## src/rtl/dwrr_queue_arbiter_pkg.sv

```systemverilog
// Shared constants and helpers for the DWRR queue arbiter.
// Provides default parameter values, derived width functions and the
// slice-offset helper used to index the flattened per-requestor buses.
package dwrr_queue_arbiter_pkg;

    localparam int unsigned DEF_NUM_REQS = 4;
    localparam int unsigned DEF_WIDTH    = 8;
    localparam int unsigned DEF_DEPTH    = 8;
    localparam int unsigned DEF_QWID     = 8;
    localparam int unsigned DEF_PSIZE    = 8;

    // FIFO occupancy counter width: must hold 0..DEPTH inclusive
    function automatic int unsigned cnt_wid(input int unsigned depth);
        return $clog2(depth) + 1;
    endfunction

    // Deficit width: one bit of headroom over a quantum
    function automatic int unsigned def_wid(input int unsigned qwid);
        return qwid + 1;
    endfunction

    // Low bit of lane idx in a flattened bus of lanes w bits wide
    function automatic int unsigned slice_lo(input int unsigned idx, input int unsigned w);
        return idx * w;
    endfunction

endpackage

```

## src/rtl/dwrr_req_fifo.sv

```systemverilog
// Single-requestor synchronous FIFO with combinational head.
// Ports: clk, rst (sync active-low), push/din write side, pop read side,
//        head_c (current head, combinational), empty/full (registered).
// A push while full is dropped even if a pop happens in the same cycle.
module dwrr_req_fifo
    import dwrr_queue_arbiter_pkg::*;
#(
    parameter int unsigned WIDTH = DEF_WIDTH,
    parameter int unsigned DEPTH = DEF_DEPTH
) (
    input  logic             clk,
    input  logic             rst,
    input  logic             push,
    input  logic             pop,
    input  logic [WIDTH-1:0] din,
    output logic [WIDTH-1:0] head_c,
    output logic             empty,
    output logic             full
);

    localparam int unsigned CNTWID = cnt_wid(DEPTH);
    localparam int unsigned AW     = (DEPTH > 1) ? $clog2(DEPTH) : 1;

    logic [WIDTH-1:0]  mem [DEPTH];
    logic [AW-1:0]     wr_ptr;
    logic [AW-1:0]     rd_ptr;
    logic [CNTWID-1:0] count;
    logic [CNTWID-1:0] count_nxt;
    logic              push_ok;
    logic              pop_ok;

    assign push_ok = push && !full;
    assign pop_ok  = pop && !empty;
    assign head_c  = mem[rd_ptr];

    // Occupancy update; simultaneous push and pop leave it unchanged
    always_comb begin
        count_nxt = count;
        if (push_ok && !pop_ok) begin
            count_nxt = count + CNTWID'(1);
        end else if (!push_ok && pop_ok) begin
            count_nxt = count - CNTWID'(1);
        end
    end

    // Pointers, count and flags; flags track the next count so they stay registered
    always_ff @(posedge clk) begin
        if (!rst) begin
            wr_ptr <= '0;
            rd_ptr <= '0;
            count  <= '0;
            empty  <= 1'b1;
            full   <= 1'b0;
        end else begin
            if (push_ok) wr_ptr <= wr_ptr + AW'(1);
            if (pop_ok)  rd_ptr <= rd_ptr + AW'(1);
            count <= count_nxt;
            empty <= (count_nxt == '0);
            full  <= (count_nxt == CNTWID'(DEPTH));
        end
    end

    // Storage array, no reset needed
    always_ff @(posedge clk) begin
        if (push_ok) mem[wr_ptr] <= din;
    end

endmodule

```

## src/rtl/dwrr_queue_arbiter.sv

```systemverilog
// NUM_REQS ingress FIFOs drained by a deficit-weighted round-robin arbiter.
// Ports: clk, rst (sync active-low), push/flat_data_in per-FIFO writes,
//        input_quantums per-requestor quantum, blk suppresses grants,
//        gnt one-hot grant (= FIFO pop), data_out/data_out_vld granted head,
//        empty/full per-FIFO status.
// gnt, data_out and data_out_vld are combinational from state and inputs.
module dwrr_queue_arbiter
    import dwrr_queue_arbiter_pkg::*;
#(
    parameter int unsigned NUM_REQS = DEF_NUM_REQS,
    parameter int unsigned WIDTH    = DEF_WIDTH,
    parameter int unsigned DEPTH    = DEF_DEPTH,
    parameter int unsigned QWID     = DEF_QWID,
    parameter int unsigned PSIZE    = DEF_PSIZE
) (
    input  logic                     clk,
    input  logic                     rst,
    input  logic [NUM_REQS-1:0]      push,
    input  logic [NUM_REQS*WIDTH-1:0] flat_data_in,
    input  logic [NUM_REQS*QWID-1:0] input_quantums,
    input  logic                     blk,
    output logic [NUM_REQS-1:0]      gnt,
    output logic [WIDTH-1:0]         data_out,
    output logic                     data_out_vld,
    output logic [NUM_REQS-1:0]      empty,
    output logic [NUM_REQS-1:0]      full
);

    localparam int unsigned DWID = def_wid(QWID);
    localparam int unsigned SW   = DWID + 1;
    localparam int unsigned PW   = (NUM_REQS > 1) ? $clog2(NUM_REQS) : 1;
    localparam logic [DWID-1:0] DMAX = '1;

    logic [WIDTH-1:0] head    [NUM_REQS];
    logic [QWID-1:0]  quantum [NUM_REQS];
    logic [DWID-1:0]  deficit [NUM_REQS];

    logic [PW-1:0]   ptr;
    logic [PW-1:0]   ptr_nxt;
    logic [PW-1:0]   ptr_adv;
    logic            credited;
    logic            credited_nxt;
    logic [DWID-1:0] def_nxt;
    logic            def_we;
    logic [DWID-1:0] cur_def;
    logic [SW-1:0]   sum;
    logic [DWID-1:0] eff;

    // Per-requestor FIFOs; each pop is exactly its grant bit
    for (genvar g = 0; g < NUM_REQS; g++) begin : g_req
        assign quantum[g] = input_quantums[slice_lo(g, QWID) +: QWID];

        dwrr_req_fifo #(
            .WIDTH (WIDTH),
            .DEPTH (DEPTH)
        ) u_fifo (
            .clk    (clk),
            .rst    (rst),
            .push   (push[g]),
            .pop    (gnt[g]),
            .din    (flat_data_in[slice_lo(g, WIDTH) +: WIDTH]),
            .head_c (head[g]),
            .empty  (empty[g]),
            .full   (full[g])
        );
    end

    // DWRR decision for the single requestor at ptr
    always_comb begin
        gnt          = '0;
        ptr_nxt      = ptr;
        credited_nxt = credited;
        def_we       = 1'b0;
        cur_def      = deficit[ptr];
        def_nxt      = cur_def;
        sum          = {1'b0, cur_def} + SW'(quantum[ptr]);
        // Quantum is added once per visit, saturating at the deficit maximum
        eff          = credited ? cur_def : (sum[DWID] ? DMAX : sum[DWID-1:0]);
        ptr_adv      = (ptr == PW'(NUM_REQS - 1)) ? '0 : ptr + PW'(1);

        if (rst && !blk) begin
            def_we = 1'b1;
            if (empty[ptr]) begin
                def_nxt      = '0;
                ptr_nxt      = ptr_adv;
                credited_nxt = 1'b0;
            end else if (eff >= DWID'(PSIZE)) begin
                gnt[ptr]     = 1'b1;
                def_nxt      = eff - DWID'(PSIZE);
                credited_nxt = 1'b1;
            end else begin
                def_nxt      = eff;
                ptr_nxt      = ptr_adv;
                credited_nxt = 1'b0;
            end
        end
    end

    // Granted head onto the shared output, zero when idle
    always_comb begin
        data_out = '0;
        for (int i = 0; i < NUM_REQS; i++) begin
            if (gnt[i]) data_out = head[i];
        end
        data_out_vld = |gnt;
    end

    // Arbiter state
    always_ff @(posedge clk) begin
        if (!rst) begin
            ptr      <= '0;
            credited <= 1'b0;
            for (int i = 0; i < NUM_REQS; i++) deficit[i] <= '0;
        end else begin
            ptr      <= ptr_nxt;
            credited <= credited_nxt;
            if (def_we) deficit[ptr] <= def_nxt;
        end
    end

endmodule

```

## config.mk

```make
export PLATFORM = sky130hd
export DESIGN_NAME = dwrr_queue_arbiter
export DESIGN_NICKNAME = d
export VERILOG_FILES = /design/src/rtl/dwrr_queue_arbiter_pkg.sv /design/src/rtl/dwrr_req_fifo.sv /design/src/rtl/dwrr_queue_arbiter.sv
export SDC_FILE = /design/constraint.sdc
export NUM_CORES = 1
export LEC_CHECK = 0
export ABC_CLOCK_PERIOD_IN_PS = 11450
export CELL_PAD_IN_SITES_DETAIL_PLACEMENT = 1
export CELL_PAD_IN_SITES_GLOBAL_PLACEMENT = 1
export CORE_ASPECT_RATIO = 0.75
export CORE_MARGIN = 3
export CORE_UTILIZATION = 30
export CTS_CLUSTER_SIZE = 14
export DETAILED_ROUTE_END_ITERATION = 8
export DONT_BUFFER_PORTS = 1
export GPL_ROUTABILITY_DRIVEN = 1
export PLACE_DENSITY = 0.56
export SLEW_MARGIN = 20
export SYNTH_ARGS = -nofsm -noshare
export SYNTH_HDL_FRONTEND = slang
export SYNTH_HIERARCHICAL = 1
export SYNTH_SLANG_ARGS = --single-unit
export TNS_END_PERCENT = 100
```

## constraint.sdc

```tcl
create_clock -name clk -period 11.45 [get_ports clk]
set_input_delay 2.29 -clock clk [delete_from_list [all_inputs] [get_ports clk]]
set_output_delay 2.29 -clock clk [all_outputs]
set_load 0.02 [all_outputs]
```

==> results of run 1 <==
-- final cells by class --
cell class | instances | area, um^2
Multi-Input combinational cell | 553 | 5450
Clock inverter | 9 | 41.3
Timing Repair Buffer | 7 | 52.6
Inverter | 20 | 75.1
Fill cell | 5297 | 34100
Tap cell | 703 | 880
Clock buffer | 58 | 1090
Sequential cell | 357 | 10100
-- per-layer routing --
metal / wire length (um) / global-route usage [%]
met1: 19000 / 19.9
met2: 16800 / 21.1
met3: 2010 / 3.07
met4: 509 / 2.75
met5: 0 / 0
-- layout by cell type (no fill, tap or decap), types with 10 or more instances in the layout --
| cell type | instances |
|---|---|
| sky130_fd_sc_hd__a21oi_1 | 26 |
| sky130_fd_sc_hd__a22oi_1 | 12 |
| sky130_fd_sc_hd__and2_1 | 30 |
| sky130_fd_sc_hd__clkbuf_1 | 16 |
| sky130_fd_sc_hd__clkbuf_16 | 40 |
| sky130_fd_sc_hd__dfxtp_1 | 65 |
| sky130_fd_sc_hd__edfxtp_1 | 292 |
| sky130_fd_sc_hd__ha_1 | 29 |
| sky130_fd_sc_hd__inv_1 | 19 |
| sky130_fd_sc_hd__mux2_2 | 32 |
| sky130_fd_sc_hd__mux4_1 | 68 |
| sky130_fd_sc_hd__mux4_2 | 14 |
| sky130_fd_sc_hd__nand2_1 | 54 |
| sky130_fd_sc_hd__nand2b_1 | 23 |
| sky130_fd_sc_hd__nand3_1 | 12 |
| sky130_fd_sc_hd__nor2_1 | 58 |
| sky130_fd_sc_hd__nor3_1 | 10 |
| sky130_fd_sc_hd__nor3_2 | 11 |
| sky130_fd_sc_hd__o211ai_1 | 11 |
| sky130_fd_sc_hd__o21ai_0 | 18 |
| sky130_fd_sc_hd__or3_1 | 14 |
| sky130_fd_sc_hd__xnor2_1 | 26 |
-- path summary, 6_finish.rpt --
path	endpoint	start	cells past startpoint
max reg2reg	g_req[0].u_fifo/full	register	17
min	g_req[1].u_fifo/rd_ptr[1]	g_req[1].u_fifo/rd_ptr[1]	2
min reg2reg	g_req[1].u_fifo/rd_ptr[1]	g_req[1].u_fifo/rd_ptr[1]	2
max	data_out[3]	input_quantums[24]	10
-- state kept, by name (all words and copies together), names as in the netlist, 2 cells and up, named ones only --
name and count:
g_req.u_fifo/full 4, g_req.u_fifo/count 16, g_req.u_fifo/empty 4, deficit 36
g_req.u_fifo/mem 256, g_req.u_fifo/wr_ptr 12, ptr 2, g_req.u_fifo/rd_ptr 12
-- worst min-delay path, stage by stage, from the launching register on --
cell                       delay [ps]
sky130_fd_sc_hd__dfxtp_1          310
sky130_fd_sc_hd__nand2_1           50
sky130_fd_sc_hd__a21boi_0          90
-- kinds of logic after synthesis --
logic type | count (synthesis) | share of synthesized area (%)
AO/OA/AOI/OAI | 127 | 5.94
adder cells (fa/ha/maj) | 30 | 2.42
XOR/XNOR | 32 | 1.77
buffers and inverters | 59 | 2.15
multiplexers | 117 | 15.8
flip-flops | 357 | 63.7
AND/OR/NAND/NOR | 247 | 8.20
-- report_power, final --
group	total, W	internal [W]	leakage [nW]	switching [W]
registers	0.00150	0.00146	3.23	0.0000477
clock network	0.00114	0.000654	0.548	0.000487
logic	0.000576	0.000208	1.97	0.000368
-- stage by stage --
| step | hold WS [ps] | area (um^2) | setup slack (ps) | total power (W) |
|---|---|---|---|---|
| after floorplan | 467 | 15800 | 3620 | 0.00192 |
| after global placement | 492 | 16500 | 2970 | 0.00209 |
| after detailed placement | 493 | 16500 | 2890 | 0.00210 |
| after CTS | 501 | 17700 | 2890 | 0.00326 |
| after global routing | 531 | 17700 | 2700 | 0.00337 |
| final | 499 | 17700 | 2930 | 0.00322 |
==> results.yml, run 1 <==
sta:
  fin_tns_setup_ps: 0
  report.final.setup_viol: 0
  drv_slew: 0
  period_minus_slack_ps: 8520
  layout_worst_path_cycle_share_pct: 74.4
  hold_viol_final: 0
  fmax_mhz: 117
  clock_skew_ps: 21.4
  rsz0062_at_grt: "false"
  relSlewSlack_pct: 25.7
  tightest_slew_ps: 1110
drt:
  route.detailed.drc: 0
  via_count: 8508
  drt_iter0_markers: 635
  wl_um: 38400
  first_pass_iters: 4
  wl_per_cell_um: 22.5
  avgViaCountPerCell: 4.98
  antenna_left: 0
critical_path:
  type_of_the_worst_setup_path: "in -> out"
  cp_top_family: "compound AO/OA/AOI/OAI gates"
  regToRegSetupSlack_ps: 5350
  buffers_plus_inverters_on_the_worst_setup_path: 0
  crit_arrival_ps: 6230
  crit_path_top_delay_cell: "sky130_fd_sc_hd__a211oi_1"
  critPathLaunchType: "primary input"
  cp_max_fanout: 18
  cp_data_required_time_ps: 9160
  setup.worst_path.end_class: "output port"
  ordered_cell_list_for_the_critical_path: "mux4_2 > ha_1 > fa_1 > a211o_1 > a2111o_1 > and3_1 > a211oi_1 > nand3b_1 > o21ai_4 > a211oi_1"
  cp_common_cell: "sky130_fd_sc_hd__a211oi_1"
  slowest_delay_ps: 680
floorplan:
  core_region_area_um2: 51800
  die_h_um: 205
  floorplan.die_area_um2: 55500
  fp.dieW_um: 271
  top_level_ports: 92
  fp-row-count: 72
  floorplan.initialDensity_pct: 30.5
clock_tree:
  post_cts.repair.setup_buffers: 0
  cts_root_buffer: "sky130_fd_sc_hd__clkbuf_16"
  postCtsHoldBufs: 0
  ctsHtreeMaxLevel: 2
  worstSkewPairLatency_ps: 520
  cts_inserted_buffers: 38
  cts_resized: 0
  clk_transition_reported_paths_ps: 60
  tritoncts: "built"
  cts.sinks: 357
  cts-root-to-sink-buffers: 3
logic_synthesis:
  yosysTopAreaCell: "sky130_fd_sc_hd__edfxtp_1"
  mappedNetlistArea_um2: 15800
  avgSynthCellArea_um2: 16.3
  number_of_different_library_cells_in_the_post_synthesis_netlist: 68
  synth.ff_latch_count: 357
  ys_top_cells_by_area: "sky130_fd_sc_hd__edfxtp_1 (56%), sky130_fd_sc_hd__mux4_1 (11%), sky130_fd_sc_hd__dfxtp_1 (8.2%)"
  synth_sequential_area_ratio_pct: 63.7
  netlist.area_leader.share_pct: 55.5
  synth-edff-count: 292
  number_of_warnings_issued_by_yosys: 6
  synthArstFlopShare_pct: 0
  synthFlopType: "sky130_fd_sc_hd__edfxtp_1"
  synth_fp_nets: 1070
  synth_cells: 969
  post-synth-top-count-cell: "sky130_fd_sc_hd__edfxtp_1"
  synthTopCellsByCount: "sky130_fd_sc_hd__edfxtp_1 (292), sky130_fd_sc_hd__mux4_1 (68), sky130_fd_sc_hd__dfxtp_1 (65)"
global_route:
  globalRoute.totalOverflow: 0
  track_usage_pct: 13.7
  grt_start_max_net_pins: 63
  grt_first_pass_wirelength_um: 57000
  grt_antenna_before_repair: 1
  first_global_vias: 8745
finish:
  drive_gt1_share_pct: 13.2
  antenna_cells: 0
  stdcell_count: 1707
  final_util_pct: 34.1
  finalNetCount: 1078
  area.growth.synth_to_final_pct: 11.8
power:
  vdd_ir_drop_max_v: 0.0000964
  power_per_cell_area_nw_per_um2: 182
  total_leakage_power_nw: 5.75
run_status:
  run_status: "completed"
placement:
  buffer_ports.inserted: 0
  detailed_place_hpwl_um: 26300
  place.gp.congestion: 0.771
  dpl.cell_count: 1640
run:
  maxCapViolations: 0
hold_path:
  hold_class: "reg -> reg"
Note: power is estimated with default switching activity, not from simulation.
==> inputs of run 2 (changes only) <==
--- a/config.mk
+++ b/config.mk
@@ -5,7 +5,7 @@
 export SDC_FILE = /design/constraint.sdc
 export NUM_CORES = 1
 export LEC_CHECK = 0
-export ABC_CLOCK_PERIOD_IN_PS = 11450
+export ABC_CLOCK_PERIOD_IN_PS = 8150
 export CELL_PAD_IN_SITES_DETAIL_PLACEMENT = 1
 export CELL_PAD_IN_SITES_GLOBAL_PLACEMENT = 1
 export CORE_ASPECT_RATIO = 0.75
==> constraint.sdc (replaced) <==
create_clock -name clk -period 8.15 [get_ports clk]
set_input_delay 1.63 -clock clk [delete_from_list [all_inputs] [get_ports clk]]
set_output_delay 1.63 -clock clk [all_outputs]
set_load 0.02 [all_outputs]
==> run 2 against run 1 <==
  * Power up 43%
  * Sequential share of layout area down 0.37 points
  * First-iteration DRC count down 14%
  * Combinational power up 39%
  * Utilization up 0.22 points
  * Via count up 0.18%
  * Worst setup slack worse by 2000 ps
  * Sequential cell count unchanged
  * Clock skew down 2.4 ps
  * Largest cell class unchanged
  * Highest routed layer is now met5
==> results.yml, run 2 (synthesis gave the netlist of run 1 again) <==
run_status:
  run_status: "completed"
floorplan:
  core_region_area_um2: 51800
  fp.dieW_um: 271
  floorplan.initialDensity_pct: 30.5
  top_level_ports: 92
  fp-row-count: 72
  floorplan.die_area_um2: 55500
  die_h_um: 205
critical_path:
  cp_max_fanout: 18
  type_of_the_worst_setup_path: "in -> out"
  crit_path_top_delay_cell: "sky130_fd_sc_hd__a31oi_1"
  cp_data_required_time_ps: 6520
  ordered_cell_list_for_the_critical_path: "mux4_2 > ha_1 > fa_1 > a211o_1 > a2111o_1 > and3_1 > a211oi_1 > nand3b_1 > o21ai_4 > a31oi_1"
  slowest_delay_ps: 670
  cp_top_family: "compound AO/OA/AOI/OAI gates"
  crit_arrival_ps: 5590
  critPathLaunchType: "primary input"
  buffers_plus_inverters_on_the_worst_setup_path: 0
  setup.worst_path.end_class: "output port"
sta:
  clock_skew_ps: 19.0
  rsz0062_at_grt: "false"
  relSlewSlack_pct: 27.8
  hold_viol_final: 0
  fin_tns_setup_ps: 0
  report.final.setup_viol: 0
  drv_slew: 0
  tightest_slew_ps: 1080
  fmax_mhz: 138
  period_minus_slack_ps: 7220
  layout_worst_path_cycle_share_pct: 88.6
  setup_slack_ps: 929
drt:
  route.detailed.drc: 0
  wl_per_cell_um: 22.3
  antenna_left: 0
  first_pass_iters: 5
  avgViaCountPerCell: 4.98
  wl_um: 38200
  drt_iter0_markers: 549
  via_count: 8523
global_route:
  grt_start_max_net_pins: 63
  track_usage_pct: 13.6
  first_global_vias: 8813
  grt_first_pass_wirelength_um: 56600
  globalRoute.totalOverflow: 0
  grt_antenna_before_repair: 1
clock_tree:
  post_cts.repair.setup_buffers: 0
  cts_root_buffer: "sky130_fd_sc_hd__clkbuf_16"
  postCtsHoldBufs: 0
  clk_transition_reported_paths_ps: 60
  cts_inserted_buffers: 38
  ctsHtreeMaxLevel: 2
  cts.sinks: 357
  worstSkewPairLatency_ps: 530
  cts_resized: 0
  cts-root-to-sink-buffers: 3
  tritoncts: "built"
finish:
  area.growth.synth_to_final_pct: 12.5
  mostFrequentLayoutCells: "sky130_fd_sc_hd__edfxtp_1 (292), sky130_fd_sc_hd__mux4_1 (68), sky130_fd_sc_hd__dfxtp_1 (65), sky130_fd_sc_hd__nor2_1 (58), sky130_fd_sc_hd__nand2_1 (54)"
  drive_gt1_share_pct: 14.4
  largest_reg_flops: 256
  final_util_pct: 34.3
  finalNetCount: 1083
  area_of_all_placed_cells_without_fillers_um2: 17800
  largest_registers: "g_req.u_fifo/mem x256, deficit x36, g_req.u_fifo/count x16"
  largest-register: "g_req.u_fifo/mem"
  layout.cells.most_common: "sky130_fd_sc_hd__edfxtp_1"
placement:
  post_dp_cell_area_um2: 16600
  worst_slack_at_placement_ps: 941
  place.gp.congestion: 0.755
  buffer_ports.inserted: 0
  detailed_place_hpwl_um: 26000
run:
  maxCapViolations: 0
power:
  power_per_cell_area_nw_per_um2: 258
  total_leakage_power_nw: 5.81
  vdd_ir_drop_max_v: 0.000177
hold_path:
  hold_class: "reg -> reg"
==> run 2: changes by cell type in the layout (fill, tap and decap cells not counted) <==
cell,before,now
sky130_fd_sc_hd__bufinv_16,0,2
sky130_fd_sc_hd__clkinv_2,2,4
sky130_fd_sc_hd__clkbuf_16,40,39
sky130_fd_sc_hd__clkinvlp_4,0,1
sky130_fd_sc_hd__clkbuf_8,2,4
sky130_fd_sc_hd__buf_4,7,12
sky130_fd_sc_hd__inv_6,1,0
sky130_fd_sc_hd__clkinv_8,0,2
sky130_fd_sc_hd__clkinv_1,7,5
sky130_fd_sc_hd__diode_2,0,1
sky130_fd_sc_hd__clkbuf_1,16,10
==> run 2: tightest hold or removal path, cell delays in order, from the launching register on <==
cell and delay, ps:
sky130_fd_sc_hd__dfxtp_1 320, sky130_fd_sc_hd__nand2_1 50, sky130_fd_sc_hd__a21boi_0 90
==> run 2: metal layers <==
layer	GRT usage (%)	wire, um	share of wire (%)	up-vias
met5	0	19	0.050	-
met4	3.33	606	1.6	2
met3	3.77	2400	6.3	39
met2	20.8	16800	44	167
met1	19.2	18400	48	4409
li1	-	-	-	3906
==> run 2: worst paths after layout <==
check | start | endpoint | slack, ps | cells after the start
worst min register to register | g_req[0].u_fifo/rd_ptr[1] | g_req[0].u_fifo/rd_ptr[1] | 510 | 2
worst max register to register | register | g_req[1].u_fifo/full | 1970 | 15
worst min-delay path | g_req[0].u_fifo/rd_ptr[1] | g_req[0].u_fifo/rd_ptr[1] | 510 | 2
worst max-delay path | input_quantums[24] | data_out_vld | 930 | 10
==> run 2: area by class of cell <==
class	count	area (um^2)
diodes	1	2.50
clock buffers	53	1070
clock inverters	13	135
fillers	5273	34000
inverters	20	75.1
multi-input cells	553	5450
flip-flops and latches	357	10100
well taps	703	880
repair buffers	12	90.1
==> run 2: through the flow <==
stage                     hold slack, ps  total power [W]  instances
after floorplan                      467          0.00270        969
after global placement               487          0.00293       1645
after detailed placement             505          0.00294       1645
after CTS                            516          0.00465       1711
after global routing                 536          0.00481       1711
final                                512          0.00459       1712
==> run 2: report_power, final <==
| part | internal [W] | switching (W) | leakage [nW] | total [W] |
|---|---|---|---|---|
| sequential | 0.00205 | 0.0000664 | 3.23 | 0.00211 |
| clock | 0.000980 | 0.000699 | 0.585 | 0.00168 |
| combinational | 0.000293 | 0.000506 | 1.99 | 0.000799 |
